$ cat src/rtl/freq_meter_bcd_pkg.sv
// Shared types and gate-length helper for the BCD frequency meter.
// Gate lengths are decade fractions of the range-0 gate.
package freq_meter_pkg;

  typedef enum logic [1:0] {
    IDLE,
    ARM,
    GATE
  } fm_state_t;

  localparam int BCD_W = 4;

  localparam int unsigned DECADE [10] = '{
    1, 10, 100, 1000, 10000,
    100000, 1000000, 10000000,
    100000000, 1000000000
  };

  // Only ever evaluated on constants, so no divider is built.
  function automatic int unsigned gate_len(
    input int unsigned rng,
    input int unsigned gate_cycles
  );
    return gate_cycles / DECADE[rng];
  endfunction

endpackage

$ cat src/rtl/freq_meter_bcd_counter.sv
// Saturating ripple BCD counter: clear, inc, digits, sat.
// next_digits/next_sat expose the value after this cycle's inc.
module bcd_sat_counter
  import freq_meter_pkg::*;
#(
  parameter int DIGITS_NUM = 6
) (
  input  logic                        clk,
  input  logic                        resetn,
  input  logic                        clear,
  input  logic                        inc,
  output logic [BCD_W*DIGITS_NUM-1:0] digits,
  output logic                        sat,
  output logic [BCD_W*DIGITS_NUM-1:0] next_digits,
  output logic                        next_sat
);

  logic             carry;
  logic             all9;
  logic [BCD_W-1:0] d;

  always_comb begin
    carry       = inc;
    all9        = 1'b1;
    d           = '0;
    next_digits = digits;
    for (int i = 0; i < DIGITS_NUM; i++) begin
      d = digits[i*BCD_W +: BCD_W];
      if (d != 4'd9) all9 = 1'b0;
      if (carry) begin
        if (d == 4'd9) begin
          next_digits[i*BCD_W +: BCD_W] = '0;
        end else begin
          next_digits[i*BCD_W +: BCD_W] = d + 4'd1;
          carry = 1'b0;
        end
      end
    end
    // At all-9s the count holds and only the flag moves.
    if (all9 && inc) next_digits = digits;
    next_sat = sat | (inc & all9);
  end

  always_ff @(posedge clk or negedge resetn) begin
    if (!resetn) begin
      digits <= '0;
      sat    <= 1'b0;
    end else if (clear) begin
      digits <= '0;
      sat    <= 1'b0;
    end else begin
      digits <= next_digits;
      sat    <= next_sat;
    end
  end

endmodule

$ cat src/rtl/freq_meter_bcd.sv
// Gated frequency meter: counts sig_in rises over back-to-back gate
// windows and publishes the count as packed BCD.
// Ports: clk_in, resetn_in (async low), enable_in, range_in, sig_in;
// digits_out, overflow_out, result_stb_out (1-cycle), busy_out.
module freq_meter_bcd
  import freq_meter_pkg::*;
#(
  parameter int DIGITS_NUM  = 6,
  parameter int GATE_CYCLES = 1000000,
  parameter int RANGES      = 3
) (
  input  logic                        clk_in,
  input  logic                        resetn_in,
  input  logic                        enable_in,
  input  logic [$clog2(RANGES)-1:0]   range_in,
  input  logic                        sig_in,
  output logic [BCD_W*DIGITS_NUM-1:0] digits_out,
  output logic                        overflow_out,
  output logic                        result_stb_out,
  output logic                        busy_out
);

  localparam int RW = $clog2(RANGES);
  localparam int TW = $clog2(GATE_CYCLES);
  localparam logic [RW-1:0] RMAX = RW'(RANGES - 1);

  if ((GATE_CYCLES % DECADE[RANGES-1]) != 0 ||
      gate_len(RANGES - 1, GATE_CYCLES) < 2) begin : g_bad_cfg
    $error("freq_meter_bcd: bad GATE_CYCLES/RANGES");
  end

  // Terminal timer value per range, all constants.
  logic [TW-1:0] last_tab [RANGES];
  for (genvar r = 0; r < RANGES; r++) begin : g_tab
    assign last_tab[r] = TW'(gate_len(r, GATE_CYCLES) - 1);
  end

  logic s1, s2, prev, rise;

  fm_state_t     state, state_nxt;
  logic [TW-1:0] timer, timer_nxt;
  logic [RW-1:0] range_q, range_nxt, range_eff;
  logic          clr, inc, publish, terminal;

  logic [BCD_W*DIGITS_NUM-1:0] count, count_nxt;
  logic                        sat, sat_nxt;

  always_ff @(posedge clk_in or negedge resetn_in) begin
    if (!resetn_in) begin
      s1   <= 1'b0;
      s2   <= 1'b0;
      prev <= 1'b0;
    end else begin
      s1   <= sig_in;
      s2   <= s1;
      prev <= s2;
    end
  end

  assign rise      = s2 & ~prev;
  assign range_eff = (range_in > RMAX) ? RMAX : range_in;
  assign terminal  = (state == GATE) &&
                     (timer == last_tab[range_q]);
  assign busy_out  = (state == GATE);

  always_comb begin
    state_nxt = state;
    timer_nxt = timer;
    range_nxt = range_q;
    clr       = 1'b0;
    inc       = 1'b0;
    publish   = 1'b0;
    unique case (state)
      IDLE: begin
        clr = 1'b1;
        if (enable_in) state_nxt = ARM;
      end
      ARM: begin
        clr       = 1'b1;
        timer_nxt = '0;
        range_nxt = range_eff;
        state_nxt = GATE;
      end
      GATE: begin
        if (!enable_in) begin
          state_nxt = IDLE;
        end else if (terminal) begin
          // Edge at T still lands in the closing window via count_nxt.
          inc       = rise;
          publish   = 1'b1;
          clr       = 1'b1;
          timer_nxt = '0;
          range_nxt = range_eff;
        end else if (range_eff != range_q) begin
          state_nxt = ARM;
        end else begin
          inc       = rise;
          timer_nxt = timer + TW'(1);
        end
      end
      default: state_nxt = IDLE;
    endcase
  end

  always_ff @(posedge clk_in or negedge resetn_in) begin
    if (!resetn_in) begin
      state   <= IDLE;
      timer   <= '0;
      range_q <= '0;
    end else begin
      state   <= state_nxt;
      timer   <= timer_nxt;
      range_q <= range_nxt;
    end
  end

  always_ff @(posedge clk_in or negedge resetn_in) begin
    if (!resetn_in) begin
      digits_out     <= '0;
      overflow_out   <= 1'b0;
      result_stb_out <= 1'b0;
    end else begin
      result_stb_out <= publish;
      if (publish) begin
        digits_out   <= count_nxt;
        overflow_out <= sat_nxt;
      end
    end
  end

  bcd_sat_counter #(
    .DIGITS_NUM (DIGITS_NUM)
  ) u_cnt (
    .clk         (clk_in),
    .resetn      (resetn_in),
    .clear       (clr),
    .inc         (inc),
    .digits      (count),
    .sat         (sat),
    .next_digits (count_nxt),
    .next_sat    (sat_nxt)
  );

endmodule

$ cat config.mk
export PLATFORM = sky130hd
export DESIGN_NAME = freq_meter_bcd
export DESIGN_NICKNAME = d
export VERILOG_FILES = /design/src/rtl/freq_meter_bcd_pkg.sv /design/src/rtl/freq_meter_bcd_counter.sv /design/src/rtl/freq_meter_bcd.sv
export SDC_FILE = /design/constraint.sdc
export NUM_CORES = 1
export LEC_CHECK = 0
export ABC_AREA = 1
export BUFFER_PORTS_ARGS = -buffer_cell sky130_fd_sc_hd__buf_2
export CORE_MARGIN = 2
export CORE_UTILIZATION = 55
export CTS_CLUSTER_DIAMETER = 80
export CTS_CLUSTER_SIZE = 8
export DETAILED_ROUTE_END_ITERATION = 10
export HOLD_SLACK_MARGIN = 0.06
export PLACE_DENSITY = 0.74
export SLEW_MARGIN = 10
export SYNTH_ARGS = -nofsm -noshare
export SYNTH_HDL_FRONTEND = slang
export SYNTH_SLANG_ARGS = --single-unit
$ cat constraint.sdc
create_clock -name clk_in -period 3 [get_ports clk_in]
set_input_delay 0.3 -clock clk_in [delete_from_list [all_inputs] [get_ports clk_in]]
set_output_delay 0.3 -clock clk_in [all_outputs]
set_load 0.05 [all_outputs]
**Yosys cells after proc, flatten, opt, wreduce, memory -nomap -nowiden**

Cells that the tools add are included.

- Add/sub/neg operators: 7
- $mul: 0
- Div/mod/pow operators: 0
- Magnitude comparators: 2
- Eq/ne operators: 22
- Shift-type cells: 0
- Mux-type cells: 55
- Bitwise gates (word level): 5
- Reductions and logical operators: 8

Operators with widths:

| kind | count |
|---|---|
| $mux W20 | 5 |
| $mux W24 | 2 |
| $mux W4 | 12 |
| $bmux W20 S2 | 1 |
| $pmux W20 S2 | 1 |
| $add A4 B1 Y4 const B | 6 |
| $eq A4 B4 Y1 const B | 6 |
| $mux W1 | 24 |
| $ne A4 B4 Y1 const B | 6 |
| $add A20 B1 Y20 const B | 1 |
| $eq A20 B20 Y1 | 1 |
| $mux W2 | 7 |
| $reduce_and A3 Y1 | 3 |
| $ne A3 B3 Y1 const B | 2 |
| $pmux W2 S3 | 1 |
| $ne A2 B2 Y1 const B | 2 |
| $pmux W2 S2 | 1 |
| $ge A3 B3 Y1 const B | 1 |
| $ne A3 B2 Y1 const B | 1 |
| $not A2 Y3 | 1 |
| $and A1 B1 Y1 | 2 |
| $eq A2 B1 Y1 const B | 1 |
| $eq A2 B2 Y1 const B | 1 |
| $gt A2 B2 Y1 const B | 1 |
| 9 further kinds | 10 |

- Register bits: 78
- Bits in latches: 0
- RAM bits: 0
- ROM bits: 0
- Logic and storage cells: 110
- Memories: 0

**Depth between registers and ports, before layout**

- Depth after elaboration: 17
- Gate-level depth with buffers: 19
- Mapped depth without buffers: 18

**Hierarchy**

From an unflattened synthesis, not the netlist that was laid out.

- Cells, all modules: 694
- Area total of the unflattened synthesis: 5063.6 um^2

By module, submodules not included:

| module | instances | cells an instance | area each (um^2) | sequential area each (um^2) |
|---|---|---|---|---|
| freq_meter_bcd | 1 | 472 | 3350.7 | 1326.3 |
| bcd_sat_counter | 1 | 222 | 1712.9 | 625.6 |

**Least setup slack after synthesis**

No wires, ideal clock.

- Path kind: flip-flop to flip-flop
- Start point: reg state[0]
- End point: reg u_cnt.digits[9]
- Setup time: 0.119 ns
- Data arrival time: 2.444 ns
- Setup slack: 0.437 ns
- Cell stages (with the launch flop): 12
- Path buffers: 1
- Period minus slack after synthesis: 2.563 ns
- Cells stage by stage: dfrtp_1 > inv_1 > ha_1 > buf_4 > nand2_1 > nor3b_1 > nand4_1 > nor2_1 > nand2_1 > nand2_1 > o21ai_0 > and2_1

- Word-level cells in the longest chain between the ends: 10

RTL lines:

| element | line | RTL |
|---|---|---|
| start: declaration | freq_meter_bcd.sv:40 | `fm_state_t state, state_nxt;` |
| start signal: assignment | freq_meter_bcd.sv:111 | `state <= state_nxt;` |
| $eq A2 B2 Y1 * | n/a |  |
| via busy_out | freq_meter_bcd.sv:20 | `output logic busy_out` |
| $logic_and A1 B1 Y1 | freq_meter_bcd.sv:62 | `assign terminal = (state == GATE) &&` |
| $mux W1 | freq_meter_bcd.sv:87 | `end else if (terminal) begin` |
| $mux W1 | freq_meter_bcd.sv:85 | `if (!enable_in) begin` |
| $mux W1 | freq_meter_bcd.sv:73 | `unique case (state)` |
| $mux W1 (2 in series) | freq_meter_bcd_counter.sv:30 | `if (carry) begin` |
| $mux W4 | freq_meter_bcd_counter.sv:30 |  |
| $mux W24 | freq_meter_bcd_counter.sv:40 | `if (all9 && inc) next_digits = digits;` |
| $mux W24 * | freq_meter_bcd_counter.sv:48 | `end else if (clear) begin` |
| end signal: assignment | freq_meter_bcd_counter.sv:52 | `digits <= next_digits;` |
| end: declaration | freq_meter_bcd_counter.sv:12 | `output logic [BCD_W*DIGITS_NUM-1:0] digits,` |

The timed path passes the listed nets; every way through them passes the cells marked *.
A chain may end at the register's enable or synchronous reset.

**Final worst setup path**

- Start point: reg range_q[1]
- End point: reg digits_out[21]

- Word-level cells in the longest chain between the ends: 16

RTL lines:

| element | line | RTL |
|---|---|---|
| start: declaration | freq_meter_bcd.sv:42 | `logic [RW-1:0] range_q, range_nxt, range_eff;` |
| start signal: assignment | freq_meter_bcd.sv:113 | `range_q <= range_nxt;` |
| $not A2 Y3 (implied by the code) | freq_meter_bcd.sv:63 | `(timer == last_tab[range_q]);` |
| $bmux W20 S2 | freq_meter_bcd.sv:63 |  |
| $mux W20 (implied by the code) (2 in series) | freq_meter_bcd.sv:63 |  |
| $eq A20 B20 Y1 | freq_meter_bcd.sv:63 |  |
| $logic_and A1 B1 Y1 | freq_meter_bcd.sv:62 |  |
| $mux W1 | freq_meter_bcd.sv:87 |  |
| $mux W1 | freq_meter_bcd.sv:85 |  |
| $mux W1 | freq_meter_bcd.sv:73 |  |
| $mux W1 (5 in series) | freq_meter_bcd_counter.sv:30 |  |
| $mux W4 | freq_meter_bcd_counter.sv:30 |  |
| $mux W24 | freq_meter_bcd_counter.sv:40 |  |
| end signal: assignment | freq_meter_bcd.sv:125 | `digits_out <= count_nxt;` |
| end: declaration | freq_meter_bcd.sv:17 | `output logic [BCD_W*DIGITS_NUM-1:0] digits_out,` |

Several ways; a longest one is shown, not always the timed one. The select of a mux whose other input is x is not followed.

==> metrics.txt <==
layout cell share with drive strength beyond 1=11.4%; die width=92.6 um; Main synth FF type=dfrtp_1; Core Footprint=0.00765 mm2; reg2reg path depth=17; Synth-to-Final Area Change=12.1%; DRT iter0 DRCs=327; Final HPWL DP=7590 um; Tmin final=2.75 ns; clock tree root buffer cell=clkbuf_8; clk_skew=0.0126 ns; routability congestion estimate=1.00; Filler Cells Inserted=652; global routing usage on met3=4.23%; Post-synth EDFFs=0; fin crit share=91.7%; Syn Inst Count=582; minimum setup slack among reg-to-reg paths=0.25 ns; wire length per cell=14.0 um; CTS tree=done; crit path kind=reg2reg; Vias=3930; critical path arrival=3.00 ns; Setup crit end=digits_out[21]; Yosys warning total=0; maximum vdd drop=0.505 mV; Synth Net Count=598; GRT Total Usage=25.4%; Critical Path RT=3.25 ns; Critical Path Sink Type=register; first element of the critical path=range_q[1]; global-route wire length before repair=17000 um; P_leak=2.47 nW; # rows=32; vias per inst=5.36; Max Cap Violations=0; register area share after synthesis=45.2%; vias in the first global route=3512; Seq cells post-synth=78; P per Cell Area=620 mW/mm2; Max transition margin=36.3%; final net count=642; RSZ-0062 raised after global routing=no; final count of hold timing violations=0; Routed Wire Length=10300 um; setup TNS=0 ns; Avg Synthesized Cell Area=7.42 um2; initial antenna violation count=0; outcome=finished, final reports clean; final setup fails=0; Port Buffers=32; CTS max path bufs=2; Pre-Repair DR Iteration Count=5; Residual DRC=0; die area=0.00858 mm2; cell area after synthesis=0.00432 mm2; worst min-delay path class=in2async; Async SR Flop Fraction=100%; clk_lat worst skew=0.35 ns; IO Pins=33; Starting Density=56.5%; reg2reg start=range_q[1]; largest net degree at the start of global routing=79; Yosys cell types=36; Num CTS Buffers=9; met2 usage=35.9%; Slew Viols, Final=0; GR peak layer=met1; gr ovfl total=0; final hold slack=0.0967 ns; number of diodes=0; H-tree depth=3; Worst Setup Start Kind=register; critical path peak fanout=7; Post-DRT Antenna Nets=0; Die H=92.6 um; met1 Use GR=39.1%; Clock Pin Slew Worst Setup and Hold Paths=0.09 ns; Clock Sinks=78; reg2reg end=digits_out[21]; worst-margin pin slew=0.956 ns; fmax=0.364 GHz
[synthesized netlist by cell type (2+ instances only)]
| cell type | count | area, um2 |
|---|---|---|
| buf_4 | 3 | 22.5 |
| nand4_1 | 23 | 144 |
| inv_2 | 5 | 18.8 |
| o22ai_1 | 3 | 18.8 |
| nor4_1 | 2 | 12.5 |
| nor2_1 | 59 | 221 |
| clkbuf_1 | 5 | 18.8 |
| o21ai_0 | 34 | 170 |
| dfrtp_1 | 78 | 1950 |
| nor2_2 | 2 | 12.5 |
| nand2_1 | 181 | 679 |
| nor3_1 | 16 | 80.1 |
| and2_1 | 5 | 31.3 |
| xnor2_1 | 2 | 17.5 |
| xor2_1 | 14 | 123 |
| a21oi_1 | 22 | 110 |
| o21bai_1 | 2 | 15.0 |
| nand3_1 | 31 | 155 |
| ha_1 | 10 | 125 |
| inv_1 | 67 | 251 |
| nand3b_1 | 2 | 15.0 |
| nand2_2 | 2 | 12.5 |
[final cells by class]
cell class / count / area [um2] / area share (%)
clock buffer: 10 / 128 / 2.64
clock inverter: 6 / 71.3 / 1.47
inverter: 72 / 270 / 5.58
multi-input combinational: 421 / 2040 / 42.1
sequential: 78 / 1950 / 40.3
tap: 102 / 128 / 2.64
timing repair buffer: 44 / 255 / 5.27
[registers in the layout, summed over array words and instances (netlist names)]
signal,flops
state,2
u_cnt.digits,24
s2,1
u_cnt.sat,1
result_stb_out,1
s1,1
prev,1
timer,20
digits_out,24
range_q,2
overflow_out,1
[cells in the final DEF (no fill, tap or decap), types with 2 or more instances in the layout]
cell	count
nand2_1	181
nand3_1	31
clkinv_4	2
a21oi_1	22
buf_4	12
dfrtp_1	78
nand2_2	2
nand4_1	23
nor3_1	16
o22ai_1	3
inv_1	67
clkbuf_8	9
xor2_1	14
o21ai_0	34
nor2_2	3
nand3b_1	2
buf_2	31
ha_1	10
and2_1	5
nor4_1	2
nor2_1	58
o21bai_1	2
inv_2	5
xnor2_1	2
[per-layer routing]
layer,wire length (um),up-vias
met5,0,-
met4,153,0
met3,753,17
met2,4420,171
met1,4950,1795
li1,-,1947
[cell families (layout without fill, tap and decap cells)]
| family | after synthesis | count (layout) | synth area share [%] |
|---|---|---|---|
| xor gates and xnor gates | 16 | 16 | 3.24 |
| buffers and inverters | 83 | 132 | 7.68 |
| and+or+nand+nor | 329 | 329 | 32.7 |
| DFF | 78 | 78 | 45.2 |
| AOI/OAI and AO/OA | 66 | 66 | 8.26 |
| adders and majority gates | 10 | 10 | 2.90 |
[how the worst min path moves through the flow]
stage	endpoint	slack (ns)
floorplan	digits_out[0]	0.004
global placement	s2	0.34
detailed placement	s2	0.34
CTS	timer[12]	0.14
global route	timer[12]	0.19
finish	timer[19]	0.1
[where the power goes]
part	switching, W	total, W	internal [W]	leakage, nW
clock network	0.000409	0.000801	0.000392	0.0984
logic	0.000742	0.00105	0.000312	1.31
registers	0.0000546	0.00115	0.00109	1.06
[timing repair]
action | CTS | global route
endpoints found under the hold margin | 1 | 0
setup endpoints to repair | 0 | 6
buffers inserted | 0 | 2
hold buffers | 1 | 0
resized for setup | 0 | 1
[metrics by stage]
step           area (um2)  util, %  instances  worst slack (ns)  total power, W
2_1_floorplan        4320        -        582             0.437         0.00189
3_3_place_gp         4620     60.4        714             0.332         0.00219
3_5_place_dp         4620     60.4        714             0.239         0.00220
4_1_cts              4820     63.1        731             0.189         0.00300
5_1_grt              4840     63.3        733            0.0267         0.00318
6_report             4840     63.3        733             0.250         0.00300
[worst max-delay path, stage by stage (launching register included)]
cell     delay, ns
dfrtp_1       0.46
inv_2         0.13
ha_1          0.35
inv_2         0.09
nand2_1       0.07
nand2_1       0.06
nor2_1        0.09
nand2_1       0.07
nor2_1        0.13
nand4_1       0.11
nand2_2       0.14
nand4_1       0.20
nor2_2        0.33
nand3_1       0.18
nand2_1       0.11
nand2_1       0.05
nand2_1       0.05
nand2_1       0.04
Power figures use the tool's default switching activity.
